**src/rtl/seqdet_stream_ctrl.sv**
```systemverilog
// -----------------------------------------------------------------------------
// seqdet_stream_ctrl
//   Byte-to-bit serializer feeding a programmable serial pattern detector.
//   Bytes arrive over a valid/ready handshake and are shifted out MSB-first,
//   one bit per clock, into a history register. A pattern of 1..8 bits is
//   matched (with or without overlap); matches are counted (saturating) and a
//   sticky interrupt fires when the count reaches a programmable threshold.
//
// Ports
//   clk, nrst            clock (rising edge), async active-low reset
//   cfg_we               config write strobe (honoured only when idle)
//   cfg_pat/len/ovl      pattern, length (0->1, >8->8), overlap enable
//   cfg_thresh           interrupt threshold, 0 disables
//   s_valid/s_ready      byte handshake
//   s_data, s_last       byte (MSB first) and end-of-frame flag
//   irq_clr              clears irq and match_cnt
//   busy                 serialization in progress
//   match_pulse          one-cycle pulse per match
//   match_cnt            saturating match count
//   frame_done           one-cycle pulse after the last bit of a frame
//   irq                  sticky threshold interrupt
// -----------------------------------------------------------------------------
module seqdet_stream_ctrl #(
  parameter int CNT_W = 8,
  parameter int PAT_W = 8
) (
  input  logic             clk,
  input  logic             nrst,
  input  logic             cfg_we,
  input  logic [PAT_W-1:0] cfg_pat,
  input  logic [3:0]       cfg_len,
  input  logic             cfg_ovl,
  input  logic [CNT_W-1:0] cfg_thresh,
  input  logic             s_valid,
  output logic             s_ready,
  input  logic [PAT_W-1:0] s_data,
  input  logic             s_last,
  input  logic             irq_clr,
  output logic             busy,
  output logic             match_pulse,
  output logic [CNT_W-1:0] match_cnt,
  output logic             frame_done,
  output logic             irq
);

  localparam int IDX_W = $clog2(PAT_W);

  typedef enum logic [0:0] {IDLE, SHIFT} state_e;

  state_e             state_q, state_d;
  logic [PAT_W-1:0]   data_q, data_d;
  logic               last_q, last_d;
  logic [IDX_W-1:0]   idx_q, idx_d;
  logic [PAT_W-1:0]   pat_q, pat_d;
  logic [3:0]         len_q, len_d;
  logic               ovl_q, ovl_d;
  logic [CNT_W-1:0]   thresh_q, thresh_d;
  logic [PAT_W-1:0]   hist_q, hist_d;
  logic [3:0]         bv_q, bv_d;
  logic               match_pulse_q, match_pulse_d;
  logic               frame_done_q, frame_done_d;
  logic [CNT_W-1:0]   cnt_q, cnt_d;
  logic               irq_q, irq_d;

  logic               hs;
  logic               cfg_ok;
  logic [PAT_W-1:0]   hist_shift;
  logic [PAT_W-1:0]   mask;
  logic [3:0]         bv_inc;
  logic               match;
  logic [CNT_W-1:0]   cnt_base;
  logic [CNT_W-1:0]   cnt_inc;
  logic [3:0]         len_clamped;

  // The next byte may be taken while the final bit of the current one shifts,
  // which is what gives back-to-back bytes with no bubble.
  assign s_ready = (state_q == IDLE) || (idx_q == '0);
  assign busy    = (state_q == SHIFT);
  assign hs      = s_valid & s_ready;
  assign cfg_ok  = cfg_we & ~busy & ~hs;

  assign match_pulse = match_pulse_q;
  assign frame_done  = frame_done_q;
  assign match_cnt   = cnt_q;
  assign irq         = irq_q;

  always_comb begin
    for (int i = 0; i < PAT_W; i++) mask[i] = (i < int'(len_q));
  end

  assign hist_shift = {hist_q[PAT_W-2:0], data_q[idx_q]};
  assign bv_inc     = (bv_q == 4'(PAT_W)) ? bv_q : bv_q + 4'd1;
  assign match      = (state_q == SHIFT) && (bv_inc >= len_q) &&
                      (((hist_shift ^ pat_q) & mask) == '0);

  assign len_clamped = (cfg_len == 4'd0)      ? 4'd1 :
                       (cfg_len > 4'(PAT_W))  ? 4'(PAT_W) : cfg_len;

  assign cnt_base = irq_clr ? '0 : cnt_q;
  assign cnt_inc  = cnt_base + CNT_W'(1);

  always_comb begin
    // NOTE: every *_d gets a default up front so no path leaves a variable
    // unassigned; that is what keeps this block free of inferred latches.
    state_d       = state_q;
    data_d        = data_q;
    last_d        = last_q;
    idx_d         = idx_q;
    pat_d         = pat_q;
    len_d         = len_q;
    ovl_d         = ovl_q;
    thresh_d      = thresh_q;
    hist_d        = hist_q;
    bv_d          = bv_q;
    match_pulse_d = match;
    frame_done_d  = 1'b0;
    cnt_d         = cnt_base;
    irq_d         = irq_clr ? 1'b0 : irq_q;

    unique case (state_q)
      IDLE: begin
        if (hs) begin
          data_d  = s_data;
          last_d  = s_last;
          idx_d   = IDX_W'(PAT_W - 1);
          state_d = SHIFT;
        end else if (cfg_ok) begin
          pat_d    = cfg_pat;
          len_d    = len_clamped;
          ovl_d    = cfg_ovl;
          thresh_d = cfg_thresh;
          hist_d   = '0;
          bv_d     = '0;
        end
      end
      SHIFT: begin
        hist_d = hist_shift;
        // Without overlap a match consumes its bits: the next one needs len
        // fresh bits.
        bv_d   = (match && !ovl_q) ? 4'd0 : bv_inc;
        if (idx_q == '0) begin
          // Frame end clears after bit 0 has already been compared above.
          if (last_q) begin
            hist_d       = '0;
            bv_d         = '0;
            frame_done_d = 1'b1;
          end
          if (hs) begin
            data_d = s_data;
            last_d = s_last;
            idx_d  = IDX_W'(PAT_W - 1);
          end else begin
            state_d = IDLE;
          end
        end else begin
          idx_d = idx_q - 1'b1;
        end
      end
      default: state_d = IDLE;
    endcase

    // irq_clr has already zeroed cnt_base, so a coincident match counts as 1.
    if (match && (cnt_base != '1)) begin
      cnt_d = cnt_inc;
      if ((cnt_inc == thresh_q) && (thresh_q != '0)) irq_d = 1'b1;
    end

    // A config write only happens in IDLE, where no match can occur.
    if (cfg_ok) begin
      cnt_d = '0;
      irq_d = 1'b0;
    end
  end

  // NOTE: sequential state updates use non-blocking assignments so every flop
  // samples the pre-edge values regardless of statement order.
  always_ff @(posedge clk or negedge nrst) begin
    if (!nrst) begin
      state_q       <= IDLE;
      data_q        <= '0;
      last_q        <= 1'b0;
      idx_q         <= '0;
      pat_q         <= '0;
      len_q         <= 4'd1;
      ovl_q         <= 1'b0;
      thresh_q      <= '0;
      hist_q        <= '0;
      bv_q          <= '0;
      match_pulse_q <= 1'b0;
      frame_done_q  <= 1'b0;
      cnt_q         <= '0;
      irq_q         <= 1'b0;
    end else begin
      state_q       <= state_d;
      data_q        <= data_d;
      last_q        <= last_d;
      idx_q         <= idx_d;
      pat_q         <= pat_d;
      len_q         <= len_d;
      ovl_q         <= ovl_d;
      thresh_q      <= thresh_d;
      hist_q        <= hist_d;
      bv_q          <= bv_d;
      match_pulse_q <= match_pulse_d;
      frame_done_q  <= frame_done_d;
      cnt_q         <= cnt_d;
      irq_q         <= irq_d;
    end
  end

endmodule

```
**config.mk**
```make
export PLATFORM = sky130hd
export DESIGN_NAME = seqdet_stream_ctrl
export DESIGN_NICKNAME = d
export VERILOG_FILES = /design/src/rtl/seqdet_stream_ctrl.sv
export SDC_FILE = /design/constraint.sdc
export NUM_CORES = 1
export LEC_CHECK = 0
export CAP_MARGIN = 0
export CORE_ASPECT_RATIO = 1.5
export CORE_MARGIN = 3
export CORE_UTILIZATION = 48
export CTS_CLUSTER_SIZE = 24
export DETAILED_ROUTE_END_ITERATION = 7
export PLACE_DENSITY = 0.76
export SLEW_MARGIN = 20
export SYNTH_ARGS = -nofsm -noshare
export SYNTH_HDL_FRONTEND = slang
export SYNTH_SLANG_ARGS = --single-unit
```
**constraint.sdc**
```tcl
create_clock -name clk -period 2.9 [get_ports clk]
set_clock_uncertainty 0.15 [all_clocks]
set_input_delay 0.29 -clock clk [delete_from_list [all_inputs] [get_ports clk]]
set_output_delay 0.29 -clock clk [all_outputs]
set_load 0.05 [all_outputs]
```
==> results of run 1 <==
[area by class of cell]
cell class                 count  area, um^2  area share
multi-input combinational    183        1500       0.398
sequential                    56        1400       0.373
clock buffer                   7        86.3      0.0229
clock inverter                 1        7.51     0.00199
inverter                      15        56.3      0.0150
timing repair buffer          66         623       0.166
tap                           72        90.1      0.0239
[sequential cells by signal (all words and copies together) (netlist names), 3 cells and up]
name,count
data_q,8
match_cnt,8
pat_q,8
thresh_q,8
hist_q,7
bv_q,4
len_q,4
idx_q,3
[repair_timing]
item / 4_1_cts / 5_1_grt
resized for setup: 0 / 6
endpoints found under the hold margin: 24 / 0
setup endpoints to repair: 0 / 9
buffers inserted: 0 / 7
hold buffers: 1 / 0
[critical path, cell delays in order, from the launching register on]
cell and delay [ns]:
dfrtp_1 0.43, inv_1 0.08, ha_2 0.18, nand3_2 0.09, xnor2_2 0.18, inv_1 0.07, ha_1 0.26, o21ai_0 0.09
a221oi_1 0.27, buf_4 0.18, and4_4 0.26, nand2b_2 0.10, a32o_1 0.27
[layer usage]
metal	up-vias	routed length [um]	global-route usage
met3	19	214	0.0335
met4	0	195	0.0841
met1	1140	2280	0.175
li1	1077	-	-
met5	-	0	0
met2	55	3660	0.377
[worst max-delay path by stage]
stage,from,end,slack [ns]
5_1_grt,bv_q[1],bv_q[2],-0.04
4_1_cts,bv_q[0],bv_q[2],0.12
6_report,bv_q[1],bv_q[2],0.18
3_5_place_dp,irq_clr,irq,0.13
2_1_floorplan,bv_q[0],match_cnt[2],0.21
3_3_place_gp,bv_q[0],bv_q[0],0.16
[cells in the final DEF (no fill, tap or decap), types with 2 or more instances in the layout]
| master | n |
|---|---|
| a211oi_1 | 4 |
| a21boi_0 | 2 |
| a21o_1 | 2 |
| a21oi_1 | 9 |
| a221oi_1 | 2 |
| a22o_1 | 7 |
| a32o_1 | 4 |
| and4_4 | 2 |
| buf_4 | 17 |
| clkbuf_8 | 6 |
| clkdlybuf4s50_1 | 46 |
| dfrtp_1 | 55 |
| ha_1 | 8 |
| inv_1 | 14 |
| mux2_2 | 28 |
| mux2_4 | 2 |
| mux4_1 | 2 |
| nand2_1 | 11 |
| nand2b_1 | 4 |
| nand3_1 | 5 |
| nand3b_1 | 4 |
| nor2_1 | 15 |
| nor2b_1 | 3 |
| nor3_1 | 6 |
| nor4_1 | 2 |
| o21ai_0 | 13 |
| o22ai_1 | 2 |
| o31ai_1 | 2 |
| or3_1 | 3 |
| xnor2_1 | 11 |
| xor2_1 | 9 |
[kinds of logic (layout without fill, tap and decap cells)]
logic type,after synthesis,in the layout,share of synthesized area
DFF,56,56,0.474
muxes,35,35,0.149
and+or+nand+nor,66,66,0.126
AOI/OAI and AO/OA,52,52,0.123
buffers and inverters,22,89,0.0279
xor gates and xnor gates,21,21,0.0621
adders and majority gates,9,9,0.0380
[through the flow]
stage	power, W	instance area [um^2]	instances	util	TNS (ns)
2_1_floorplan	0.00250	2960	261	-	0
3_3_place_gp	0.00289	3590	384	0.611	0
3_5_place_dp	0.00295	3590	384	0.611	0
4_1_cts	0.00339	3690	393	0.629	0
5_1_grt	0.00371	3760	400	0.641	-0.146
6_report	0.00344	3760	400	0.641	0
[power groups by stage]
stage / Clock, W / Combinational, W / Sequential, W
global route: 0.000481 / 0.00175 / 0.00148
detailed placement: 0 / 0.00151 / 0.00143
CTS: 0.000452 / 0.00152 / 0.00142
global placement: 0 / 0.00146 / 0.00142
floorplan: 0 / 0.00112 / 0.00138
finish: 0.000436 / 0.00159 / 0.00142
==> flow_summary.json, run 1 <==
{
  "routed_via_density": 5.73,
  "drive_gt1_frac": 0.213,
  "numPortBuffers": 47,
  "finalSetupViolCount": 0,
  "worst_r2r_path_depth": 12,
  "fin_ws_ns": 0.176,
  "relSlewSlack": 0.595,
  "synth_area_leaders": "dfrtp_1 (46%), mux2_2 (11%), ha_1 (3.8%)",
  "cp.required_ns": 2.95,
  "cts_num_sinks": 56,
  "first_pass_iters": 4,
  "synth_top_cell_area_share": 0.465,
  "route.antenna.remaining_nets": 0,
  "first_pass_grt_wire_length_um": 10500,
  "sort_of_element_at_the_start_of_the_critical_path": "flip-flop",
  "first_global_vias": 2389,
  "clock_tree.buffer_depth": 2,
  "power.density_cell_area_nw_per_um2": 915,
  "ys_warn_count": 0,
  "global_placer_s_final_weighted_congestion": 0.853,
  "worstHoldStart": "irq",
  "synth.most_common_cell": "dfrtp_1",
  "timing.hold.worst.class": "flip-flop to flip-flop",
  "whs_endpoint": "irq",
  "area_delta_synth_final_pct": 27.2,
  "swShare": 0.368,
  "rows": 34,
  "setup.reg_to_reg.worst_slack_ns": 0.18,
  "min_period_over_period": 0.939,
  "synth.yosys.seq_area_share": 0.474,
  "io_pins": 48,
  "comb_power_share": 0.461,
  "final.fill_count": 466,
  "timing_worst_setup_path_type": "flip-flop to flip-flop",
  "grt_max_degree": 28,
  "clock.fmax_ghz": 0.367,
  "synth_nets": 305,
  "grt_antenna_before_repair": 0,
  "dieArea_um2": 7160,
  "critical_path.endpoint_type": "flip-flop",
  "worstReg2RegEnd": "bv_q[2]",
  "switching_power_w": 0.00127,
  "routedWlPerCell_um": 15.9,
  "initial_utilization": 0.504,
  "worstMarginPinSlew_ns": 0.607,
  "synth-edff-count": 0,
  "dp.final_hpwl_um": 4950,
  "number_of_nets_in_the_layout": 371,
  "ys_seq_elements": 56,
  "cap_violations": 0,
  "placement.setup.worst_slack_ns": 0.128,
  "synth.distinct_cells": 47,
  "clock_latency_late_sink_ns": 0.31,
  "vdd.ir_drop.worst_mv": 0.588,
  "n_antenna_cell": 0,
  "htreeDepth": 2,
  "synthTopCellsByCount": "dfrtp_1 (55), mux2_2 (28), inv_1 (15), nor2_1 (15), o21ai_0 (13)",
  "synth_top_area_cell": "dfrtp_1",
  "total_core_area_um2": 5870,
  "finalCriticalPeriod_ns": 2.72,
  "minimum_hold_slack_ns": 0.351,
  "drt_iter0_markers": 100,
  "vias": 2291,
  "crit_path_arrival_time_ns": 2.78,
  "die_w_um": 70.1,
  "cts.root.buffer_cell": "clkbuf_8",
  "final-hold-violation-count": 0,
  "cellInternalPower_w": 0.00217,
  "critical_path_fanout_max": 5,
  "globalRoute.totalOverflow": 0,
  "cts_tree": "yes",
  "ffs_w_async_s_r_synth": 1.00,
  "cellLeakagePower_nw": 1.63,
  "drt-total-wl_um": 6350,
  "clkSlewWorstSetupHoldPaths_ns": 0.09,
  "critical_path.reg2reg.startpoint": "bv_q[1]",
  "synth_ff_type": "dfrtp_1",
  "share_seq_of_total_power": 0.413,
  "clock_network_fraction_of_design_power": 0.127,
  "die_h_um": 102,
  "post-route-drc-count": 0,
  "hold_path_depth": 2,
  "grt_util_all_layers": 0.185,
  "status": "finished clean",
  "postSynthCellCount": 261,
  "cts_inserted_buffers": 5,
  "syn_avg_cell_area_um2": 11.3,
  "slew_violations": 0,
  "syn_area_um2": 2960
}
Note: power is estimated with default switching activity, not from simulation.
==> inputs of run 2 (changes only) <==
--- a/config.mk
+++ b/config.mk
@@ -12,7 +12,6 @@
 export CTS_CLUSTER_SIZE = 24
 export DETAILED_ROUTE_END_ITERATION = 7
 export PLACE_DENSITY = 0.76
-export SLEW_MARGIN = 20
 export SYNTH_ARGS = -nofsm -noshare
 export SYNTH_HDL_FRONTEND = slang
 export SYNTH_SLANG_ARGS = --single-unit
==> results of run 2 <==
Same layout as run 1: the final DEF is identical, and so are final timing and power.
